===== src/rtl/rah_resp_arbiter_pkg.sv =====
// Shared constants and types for the RAH response arbiter and its peripherals.
package rah_resp_arbiter_pkg;

    // Response sources that feed the arbiter.
    localparam int TOTAL_UART       = 2;
    localparam int TOTAL_GPIO_CTRLS = 1;
    localparam int TOTAL_PWM        = 1;
    localparam int RAH_NUM_REQ      = TOTAL_UART + TOTAL_GPIO_CTRLS + TOTAL_PWM;

    // RAH packet beat width and downstream response FIFO depth.
    localparam int RAH_PKT_WIDTH  = 48;
    localparam int RAH_FIFO_DEPTH = 64;

    // Arbiter FSM encodings.
    typedef enum logic {
        ST_IDLE  = 1'b0,
        ST_BURST = 1'b1
    } rah_state_e;

    // Position 'base + off' on a ring of 'n' requesters.
    function automatic int wrap_idx(input int base, input int off, input int n);
        return (base + off) % n;
    endfunction

endpackage


===== src/rtl/rah_resp_arbiter_rr_select.sv =====
// rr_select: round-robin priority pick. Searches upward from i_ptr+1 with
// wrap-around and returns the first requesting index.
module rr_select
    import rah_resp_arbiter_pkg::*;
#(
    parameter int NUM_REQ = RAH_NUM_REQ,
    parameter int IDX_W   = $clog2(RAH_NUM_REQ)
) (
    input  logic [NUM_REQ-1:0] i_req,
    input  logic [IDX_W-1:0]   i_ptr,
    output logic [IDX_W-1:0]   o_idx,
    output logic               o_any
);

    logic [IDX_W-1:0] w_cand;

    // First set request after the pointer; the pointer itself has lowest priority.
    always_comb begin
        // NOTE: every output of a combinational block gets a default first so no path leaves it unassigned (no latch).
        o_idx  = '0;
        o_any  = 1'b0;
        w_cand = '0;
        for (int k = 1; k <= NUM_REQ; k++) begin
            w_cand = IDX_W'(wrap_idx(int'(i_ptr), k, NUM_REQ));
            if (!o_any && i_req[w_cand]) begin
                o_any = 1'b1;
                o_idx = w_cand;
            end
        end
    end

endmodule


===== src/rtl/rah_resp_arbiter.sv =====
// rah_resp_arbiter: grants one requester at a time and forwards its packet
// beats into the downstream response FIFO, throttled by FIFO occupancy.
module rah_resp_arbiter
    import rah_resp_arbiter_pkg::*;
#(
    parameter int NUM_REQ     = RAH_NUM_REQ,
    parameter int PKT_WIDTH   = RAH_PKT_WIDTH,
    parameter int FIFO_DEPTH  = RAH_FIFO_DEPTH,
    parameter int CNT_WIDTH   = 8,
    parameter int FULL_MARGIN = 2,
    parameter int MAX_BEATS   = 16
) (
    input  logic                         clk,
    input  logic                         rst,
    input  logic [NUM_REQ-1:0]           req_valid,
    input  logic [NUM_REQ*PKT_WIDTH-1:0] req_data,
    input  logic [NUM_REQ-1:0]           req_last,
    output logic [NUM_REQ-1:0]           req_ready,
    input  logic [CNT_WIDTH-1:0]         fifo_datacount,
    output logic                         fifo_wr_en,
    output logic [PKT_WIDTH-1:0]         fifo_wdata,
    output logic [$clog2(NUM_REQ)-1:0]   grant_id,
    output logic                         busy,
    output logic                         burst_err
);

    localparam int IDX_W  = $clog2(NUM_REQ);
    localparam int BEAT_W = $clog2(MAX_BEATS + 1);
    localparam logic [CNT_WIDTH:0]  SPACE_LIMIT = (CNT_WIDTH + 1)'(FIFO_DEPTH - FULL_MARGIN);
    localparam logic [BEAT_W-1:0]   LAST_BEAT   = BEAT_W'(MAX_BEATS - 1);

    rah_state_e          r_state;
    logic [IDX_W-1:0]    r_rr_ptr;
    logic [IDX_W-1:0]    r_grant;
    logic [BEAT_W-1:0]   r_beat_cnt;
    logic                r_wr_en;
    logic [PKT_WIDTH-1:0] r_wdata;
    logic                r_busy;
    logic                r_err;

    logic [CNT_WIDTH:0]   w_level;
    logic                 w_space;
    logic [IDX_W-1:0]     w_sel_idx;
    logic                 w_sel_any;
    logic                 w_gnt_valid;
    logic                 w_gnt_last;
    logic [PKT_WIDTH-1:0] w_gnt_data;
    logic                 w_accept;
    logic                 w_at_limit;

    // The write issued last cycle is not yet in the datacount, so count it here.
    assign w_level = {1'b0, fifo_datacount} + {{CNT_WIDTH{1'b0}}, r_wr_en};
    assign w_space = (w_level < SPACE_LIMIT);

    rr_select #(
        .NUM_REQ (NUM_REQ),
        .IDX_W   (IDX_W)
    ) u_rr_select (
        .i_req (req_valid),
        .i_ptr (r_rr_ptr),
        .o_idx (w_sel_idx),
        .o_any (w_sel_any)
    );

    // Steer the grantee's beat and drive ready only toward the grantee.
    always_comb begin
        w_gnt_valid = 1'b0;
        w_gnt_last  = 1'b0;
        w_gnt_data  = '0;
        req_ready   = '0;
        for (int i = 0; i < NUM_REQ; i++) begin
            if (r_grant == IDX_W'(i)) begin
                w_gnt_valid  = req_valid[i];
                w_gnt_last   = req_last[i];
                w_gnt_data   = req_data[i*PKT_WIDTH +: PKT_WIDTH];
                req_ready[i] = (r_state == ST_BURST) && w_space;
            end
        end
    end

    assign w_accept   = (r_state == ST_BURST) && w_gnt_valid && w_space;
    assign w_at_limit = (r_beat_cnt == LAST_BEAT);

    // Arbitration FSM, beat counter and registered FIFO write port.
    always_ff @(posedge clk or posedge rst) begin
        if (rst) begin
            r_state    <= ST_IDLE;
            r_rr_ptr   <= IDX_W'(NUM_REQ - 1);
            r_grant    <= '0;
            r_beat_cnt <= '0;
            r_wr_en    <= 1'b0;
            // NOTE: the data register is reset too, since fifo_wdata is a visible output with a defined post-reset value.
            r_wdata    <= '0;
            r_busy     <= 1'b0;
            r_err      <= 1'b0;
        end else begin
            // NOTE: sequential state uses non-blocking assignments so every register samples pre-edge values.
            r_wr_en <= 1'b0;
            r_err   <= 1'b0;
            case (r_state)
                ST_IDLE: begin
                    if (w_sel_any) begin
                        r_grant    <= w_sel_idx;
                        r_beat_cnt <= '0;
                        r_busy     <= 1'b1;
                        r_state    <= ST_BURST;
                    end
                end
                ST_BURST: begin
                    if (w_accept) begin
                        r_wr_en <= 1'b1;
                        r_wdata <= w_gnt_data;
                        if (w_gnt_last || w_at_limit) begin
                            // Packet done (or overran MAX_BEATS): release and rotate.
                            r_err    <= !w_gnt_last;
                            r_rr_ptr <= r_grant;
                            r_busy   <= 1'b0;
                            r_state  <= ST_IDLE;
                        end else begin
                            r_beat_cnt <= r_beat_cnt + BEAT_W'(1);
                        end
                    end
                end
                default: r_state <= ST_IDLE;
            endcase
        end
    end

    assign fifo_wr_en = r_wr_en;
    assign fifo_wdata = r_wdata;
    assign grant_id   = r_grant;
    assign busy       = r_busy;
    assign burst_err  = r_err;

endmodule


===== config.mk =====
export PLATFORM = sky130hd
export DESIGN_NAME = rah_resp_arbiter
export DESIGN_NICKNAME = d
export VERILOG_FILES = /design/src/rtl/rah_resp_arbiter_pkg.sv /design/src/rtl/rah_resp_arbiter_rr_select.sv /design/src/rtl/rah_resp_arbiter.sv
export SDC_FILE = /design/constraint.sdc
export NUM_CORES = 1
export LEC_CHECK = 0
export BUFFER_PORTS_ARGS = -buffer_cell sky130_fd_sc_hd__clkbuf_2
export CAP_MARGIN = 20
export CORE_MARGIN = 5
export CORE_UTILIZATION = 38
export CTS_CLUSTER_SIZE = 10
export DETAILED_ROUTE_END_ITERATION = 10
export PLACE_DENSITY = 0.86
export SYNTH_ARGS = -nofsm -noshare
export SYNTH_HDL_FRONTEND = slang
export SYNTH_HIERARCHICAL = 1
export SYNTH_SLANG_ARGS = --single-unit

===== constraint.sdc =====
create_clock -name clk -period 2.3 [get_ports clk]
set_input_delay 0.23 -clock clk [delete_from_list [all_inputs] [get_ports clk]]
set_output_delay 0.23 -clock clk [all_outputs]
set_load 0.02 [all_outputs]

Word-level counts from Yosys, hierarchy flattened
Index checks and enable logic that the tools add are counted.
{ "totals": {"inputBits": 210, "reg_bits": 61, "elab_cells": 94, "out_inout_bits": 57} }
{ "op_classes": {"eq_ne": 8, "reduce_logical": 17, "n_bitwise": 1, "order_cmp": 5, "mux": 49, "n_addsub": 6} }
{ "ops": {"columns": ["op", "n"], "rows": [
  ["48-bit 2-to-1 mux", 4],
  ["1-bit 2-to-1 mux", 31],
  ["5-bit 2-to-1 mux", 3],
  ["2-bit by 3-bit less-than comparator with 1-bit output, second input constant", 4],
  ["5-bit case mux with 2 select lines", 1],
  ["8-bit by 1-bit adder with 9-bit output", 1],
  ["9-bit by 6-bit less-than comparator with 1-bit output, second input constant", 1],
  ["3-bit AND reduction", 3],
  ["1-bit binary-select mux with 2-bit select", 4],
  ["2-bit 2-to-1 mux", 4],
  ["1-bit logical AND", 6],
  ["2-bit by 1-bit inequality test with 1-bit output, second input constant", 3],
  ["5-bit by 1-bit adder with 5-bit output, second input constant", 1],
  ["5-bit by 4-bit == test with 1-bit output, second input constant", 1],
  ["2-bit by 1-bit adder with 2-bit output, second input constant", 2],
  ["2-bit adder, second input constant", 2],
  ["2-bit == test, second input constant", 2],
  ["1-bit zero test", 4],
  ["1-bit case mux with 2 select lines", 2],
  ["2-bit AND reduction", 2],
  ["2-bit by 1-bit == test with 1-bit output, second input constant", 1],
  ["2-bit zero test", 1],
  ["2-bit inequality test, second input constant", 1],
  ["1-bit logical OR", 1],
  ["1-bit NOT", 1]
]} }

Logic depth before layout (Yosys ltp)
{ "logic_depth": {"word_depth": 15, "ltp_mapped": 9, "depth_no_buf": 7} }

By module
The synthesis kept the hierarchy.
{ "modules_own_cells": {"columns": ["mod", "n_inst", "area_per_inst_um2", "cells_each", "seq_area_each_um2"], "rows": [
  ["rah_resp_arbiter", 1, 3779.9, 242, 1529.0],
  ["rr_select", 1, 91.3, 14, 0.0]
]} }

Worst setup path after synthesis
Ideal clock, no wire load.
{ "synth_path": {"kind": "reg2out", "from": "reg r_wr_en (netlist: fifo_wr_en)", "to": "out req_ready[0]", "t_arrival_ps": 2335, "stages_incl_launch_ff": 8, "t_required_ps": 2070, "n_path_buf": 0, "setup_slack_ps": -265, "cell_sequence": "dfrtp_1 and2_1 ha_1 and3_1 and2_1 a221oi_1 nand2_1 nor3_1"} }
{ "synth_via": {"elab_chain_len": 4} }
{ "synth_rtl": {"columns": ["item", "line", "rtl"], "rows": [
  ["start: declaration", "rah_resp_arbiter.sv:36", "logic r_wr_en;"],
  ["start signal: assignment", "rah_resp_arbiter.sv:91", "r_wr_en <= 1'b0;"],
  ["start signal: assignment", "rah_resp_arbiter.sv:98", "r_wr_en <= 1'b0;"],
  ["start signal: assignment", "rah_resp_arbiter.sv:111", "r_wr_en <= 1'b1;"],
  ["8-bit by 1-bit adder with 9-bit output", "rah_resp_arbiter.sv:52", "assign w_level = {1'b0, fifo_datacount} + {{CNT_WIDTH{1'b0}}, r_wr_en};"],
  ["9-bit by 6-bit less-than comparator with 1-bit output", "rah_resp_arbiter.sv:53", "assign w_space = (w_level < SPACE_LIMIT);"],
  ["1-bit logical AND", "rah_resp_arbiter.sv:76", "req_ready[i] = (r_state == ST_BURST) && w_space;"],
  ["1-bit 2-to-1 mux", "rah_resp_arbiter.sv:72", "if (r_grant == IDX_W'(i)) begin"],
  ["end: declaration", "rah_resp_arbiter.sv:18", "output logic [NUM_REQ-1:0] req_ready,"]
]} }
Every way passes these cells.

Worst setup path after layout
Ends and elaborated chain as after synthesis.

==> impl_metrics.py <==
metrics = {
    "sta": {
        "finalHoldViolations": 0,
        "fin_skew_ps": 14.8,
        "worst_pin_slew_ps": 517,
        "final-setup-viol-count": 22,
        "rsz0062_at_grt": "yes",
        "relSlewSlack_pct": 65.6,
        "fin_crit_sh_pct": 104,
        "max_freq_mhz": 419,
        "post-route-min-period_ps": 2390,
        "fin_ws_ps": -87.1,
        "drv_slew": 0,
        "fin_hold_ws_ps": 342,
    },
    "power_and_ir_drop": {
        "cell_internal_pwr_mw": 4.43,
        "p_comb_share_pct": 57.8,
        "power_density_nw_per_um2": 1170,
        "leakage_nw": 3.02,
        "power.switching_mw": 2.71,
        "ir_worst_vdd_uv": 643,
        "total_power_mw": 7.14,
        "p_sw_share_pct": 38.0,
        "seqPwrFrac_pct": 27.9,
        "pwr-share-clk_pct": 14.3,
    },
    "routing": {
        "wl_met1_um": 5000,
        "dr.pass1.iters": 4,
        "wl_met3_um": 1070,
        "ant_nets": 0,
        "drt_wl_total_um": 13500,
        "via_per_inst": 5.21,
        "vias": 3551,
        "highest_layer": "met4",
        "drc": 0,
        "wl_per_cell_um": 19.9,
        "dr_wl_met2_um": 7130,
        "drtIter0Drc": 192,
    },
    "clock_tree": {
        "cts_tree": "yes",
        "clock_latency_ps": 340,
        "cts_root_buffer": "clkbuf_8",
        "numCtsBuffers": 9,
        "clk_path_buf_depth": 2,
        "htreeDepth": 3,
        "clock-sinks": 61,
        "clk_pin_slew_ps": 70,
    },
    "critical_path": {
        "cp_max_fo": 3,
        "max_stage_delay_ps": 400,
        "cp.arrival_ps": 2160,
        "cp_common_cell": "and2_4",
        "cp_slowest_cell": "dfrtp_2",
        "cp-end-kind": "output port",
        "crit_type": "reg2out",
        "r2r-end": "fifo_wdata[35]",
        "start_kind": "flip-flop",
        "path_delay_family": "simple AND/OR/NAND/NOR gates",
        "ff2ff_setup_slack_ps": -20,
        "crit_chain": "and2_4, ha_4, xor2_1, and2_4, a221oi_2, buf_4, nand2_4, nor3_4, buf_6",
        "crit_required_ps": 2070,
        "reg2reg_depth": 9,
        "cp.buffers_inverters": 2,
        "timing.rr.start": "fifo_wr_en",
    },
    "finish": {
        "layout.nets": 756,
        "fillers": 783,
        "drive_gt1_share_pct": 78.8,
        "seq_area_um2": 1540,
        "area_growth_pct": 57.4,
        "antenna_cells": 0,
        "multiInputGateArea_um2": 2460,
    },
    "synth": {
        "synth_area_leaders": "dfrtp_1, mux4_2, mux2_2, mux2_4, dfstp_2",
        "yosysTopAreaCell": "dfrtp_1",
        "ys_seq_elements": 61,
        "synth_cells": 256,
        "synth_common_cells": "dfrtp_1, mux4_2, mux2_2",
        "synth-seq-area-share_pct": 39.5,
        "syn_area_um2": 3870,
        "yosys_warnings": 6,
        "synthArstFlopShare_pct": 100,
        "synth_top_area_share_pct": 38.1,
        "synth_edf_count": 0,
        "syn-mean-instance-area_um2": 15.1,
        "synth_most_common_cell": "dfrtp_1",
        "synth_nets": 469,
        "ys_types": 44,
        "synthFlopType": "dfrtp_1",
    },
    "global_routing": {
        "grt_max_degree": 33,
        "antenna_found_initial": 0,
        "grt_pass1_vias": 4147,
        "grt_pass1_wl_um": 20500,
        "grt_use_total_pct": 20.6,
        "gr-total-overflow": 0,
    },
    "die": {
        "row_count": 36,
        "die-width_um": 111,
        "io_pins": 267,
        "dieArea_um2": 12300,
        "start_util_pct": 39.2,
        "core_um2": 9860,
        "dieHeight_um": 111,
    },
    "outcome": {
        "status": "finished with violations",
        "violations": "setup timing",
    },
    "placement": {
        "io_buffers": 266,
        "gp_congestion": 0.905,
        "dp_hpwl_um": 10600,
    },
    "run": {
        "max_cap_viol_count": 0,
    },
    "min_path": {
        "whs_endpoint": "fifo_wdata[0]",
        "worstHoldStart": "req_data[144]",
        "hold_path_depth": 3,
        "hp-class": "in2reg",
    },
}
==> metrics by stage <==
| step | cells | utilization [%] | worst slack [ps] | TNS, ps | cell area (um^2) |
|---|---|---|---|---|---|
| after floorplan | 256 | - | -99.3 | -1840 | 3880 |
| after global placement | 651 | 54.8 | -28.1 | -553 | 5400 |
| after detailed placement | 651 | 54.8 | -95.1 | -2360 | 5400 |
| after CTS | 675 | 58.7 | -161 | -3680 | 5790 |
| after global routing | 681 | 61.8 | -185 | -2850 | 6090 |
| final | 681 | 61.8 | -87.1 | -460 | 6090 |
==> metal layers <==
layer	GRT usage [%]	up-vias
met5	0	-
met1	22.5	1747
li1	-	1593
met4	6.98	0
met2	37.1	190
met3	7.37	21
==> kinds of logic (layout without fill, tap and decap cells) <==
logic type,Yosys count,in the layout,share of synthesized area [%]
mux,105,105,45.9
compound gates,15,15,2.97
xor+xnor,1,1,0.226
fa+ha+maj,3,3,0.970
flops,61,61,39.5
buf+inv,23,315,3.33
simple gates,48,48,7.14
==> what timing repair did <==
| item | CTS | global route |
|---|---|---|
| buffers inserted | 5 | 3 |
| endpoints found under the setup margin | 54 | 58 |
| hold buffers | 1 | 0 |
| cloned | 2 | 4 |
| pin swaps | 6 | 13 |
| resized for setup | 14 | 59 |
| endpoints found under the hold margin | 59 | 0 |
==> cell usage in the layout (no fill, tap or decap), types with 6 or more instances in the layout <==
cell	Yosys	final
nor2_1	8	6
clkbuf_8	0	9
buf_4	3	16
nand2b_1	6	6
dfrtp_1	59	56
mux2_4	9	48
nand2_1	7	6
mux4_2	50	50
clkbuf_2	0	262
==> worst reg2reg max path, cell delays in order (launching register included) <==
cell       delay [ps]
dfrtp_2           400
and2_4            140
ha_4              160
xor2_1            180
and2_4            170
a221o_2           390
nor2_4            140
buf_12            160
clkbuf_16         170
mux2_4            300
==> worst max-delay path by stage <==
stage,startpoint,endpoint,depth (start not counted)
global placement,fifo_wr_en,r_rr_ptr[0],8
finish,fifo_wr_en,req_ready[0],9
floorplan,fifo_wr_en,fifo_wdata[14],9
global route,fifo_wr_en,req_ready[0],9
CTS,fifo_wr_en,req_ready[0],9
detailed placement,fifo_wr_en,r_rr_ptr[0],8
==> layout make-up <==
| class | count | area share (%) |
|---|---|---|
| clock inverters | 4 | 1.19 |
| inverters | 6 | 0.370 |
| clock buffers | 12 | 2.22 |
| well taps | 133 | 2.73 |
| multi-input cells | 172 | 40.3 |
| flip-flops and latches | 61 | 25.2 |
| repair buffers | 293 | 27.9 |
==> power groups by stage <==
stage	registers [mW]	logic (mW)	clock network (mW)
floorplan	2.46	2.06	0
finish	1.99	4.13	1.02
global placement	1.96	3.53	0
detailed placement	1.98	3.66	0
CTS	1.97	3.77	1.05
global route	2.05	4.39	1.09
==> registers in the layout, indices dropped and copies added, names as in the netlist <==
register / count
r_rr_ptr: 2
burst_err: 1
r_beat_cnt: 5
fifo_wr_en: 1
grant_id: 2
r_state: 1
fifo_wdata: 48
busy: 1
Power figures use the tool's default switching activity.
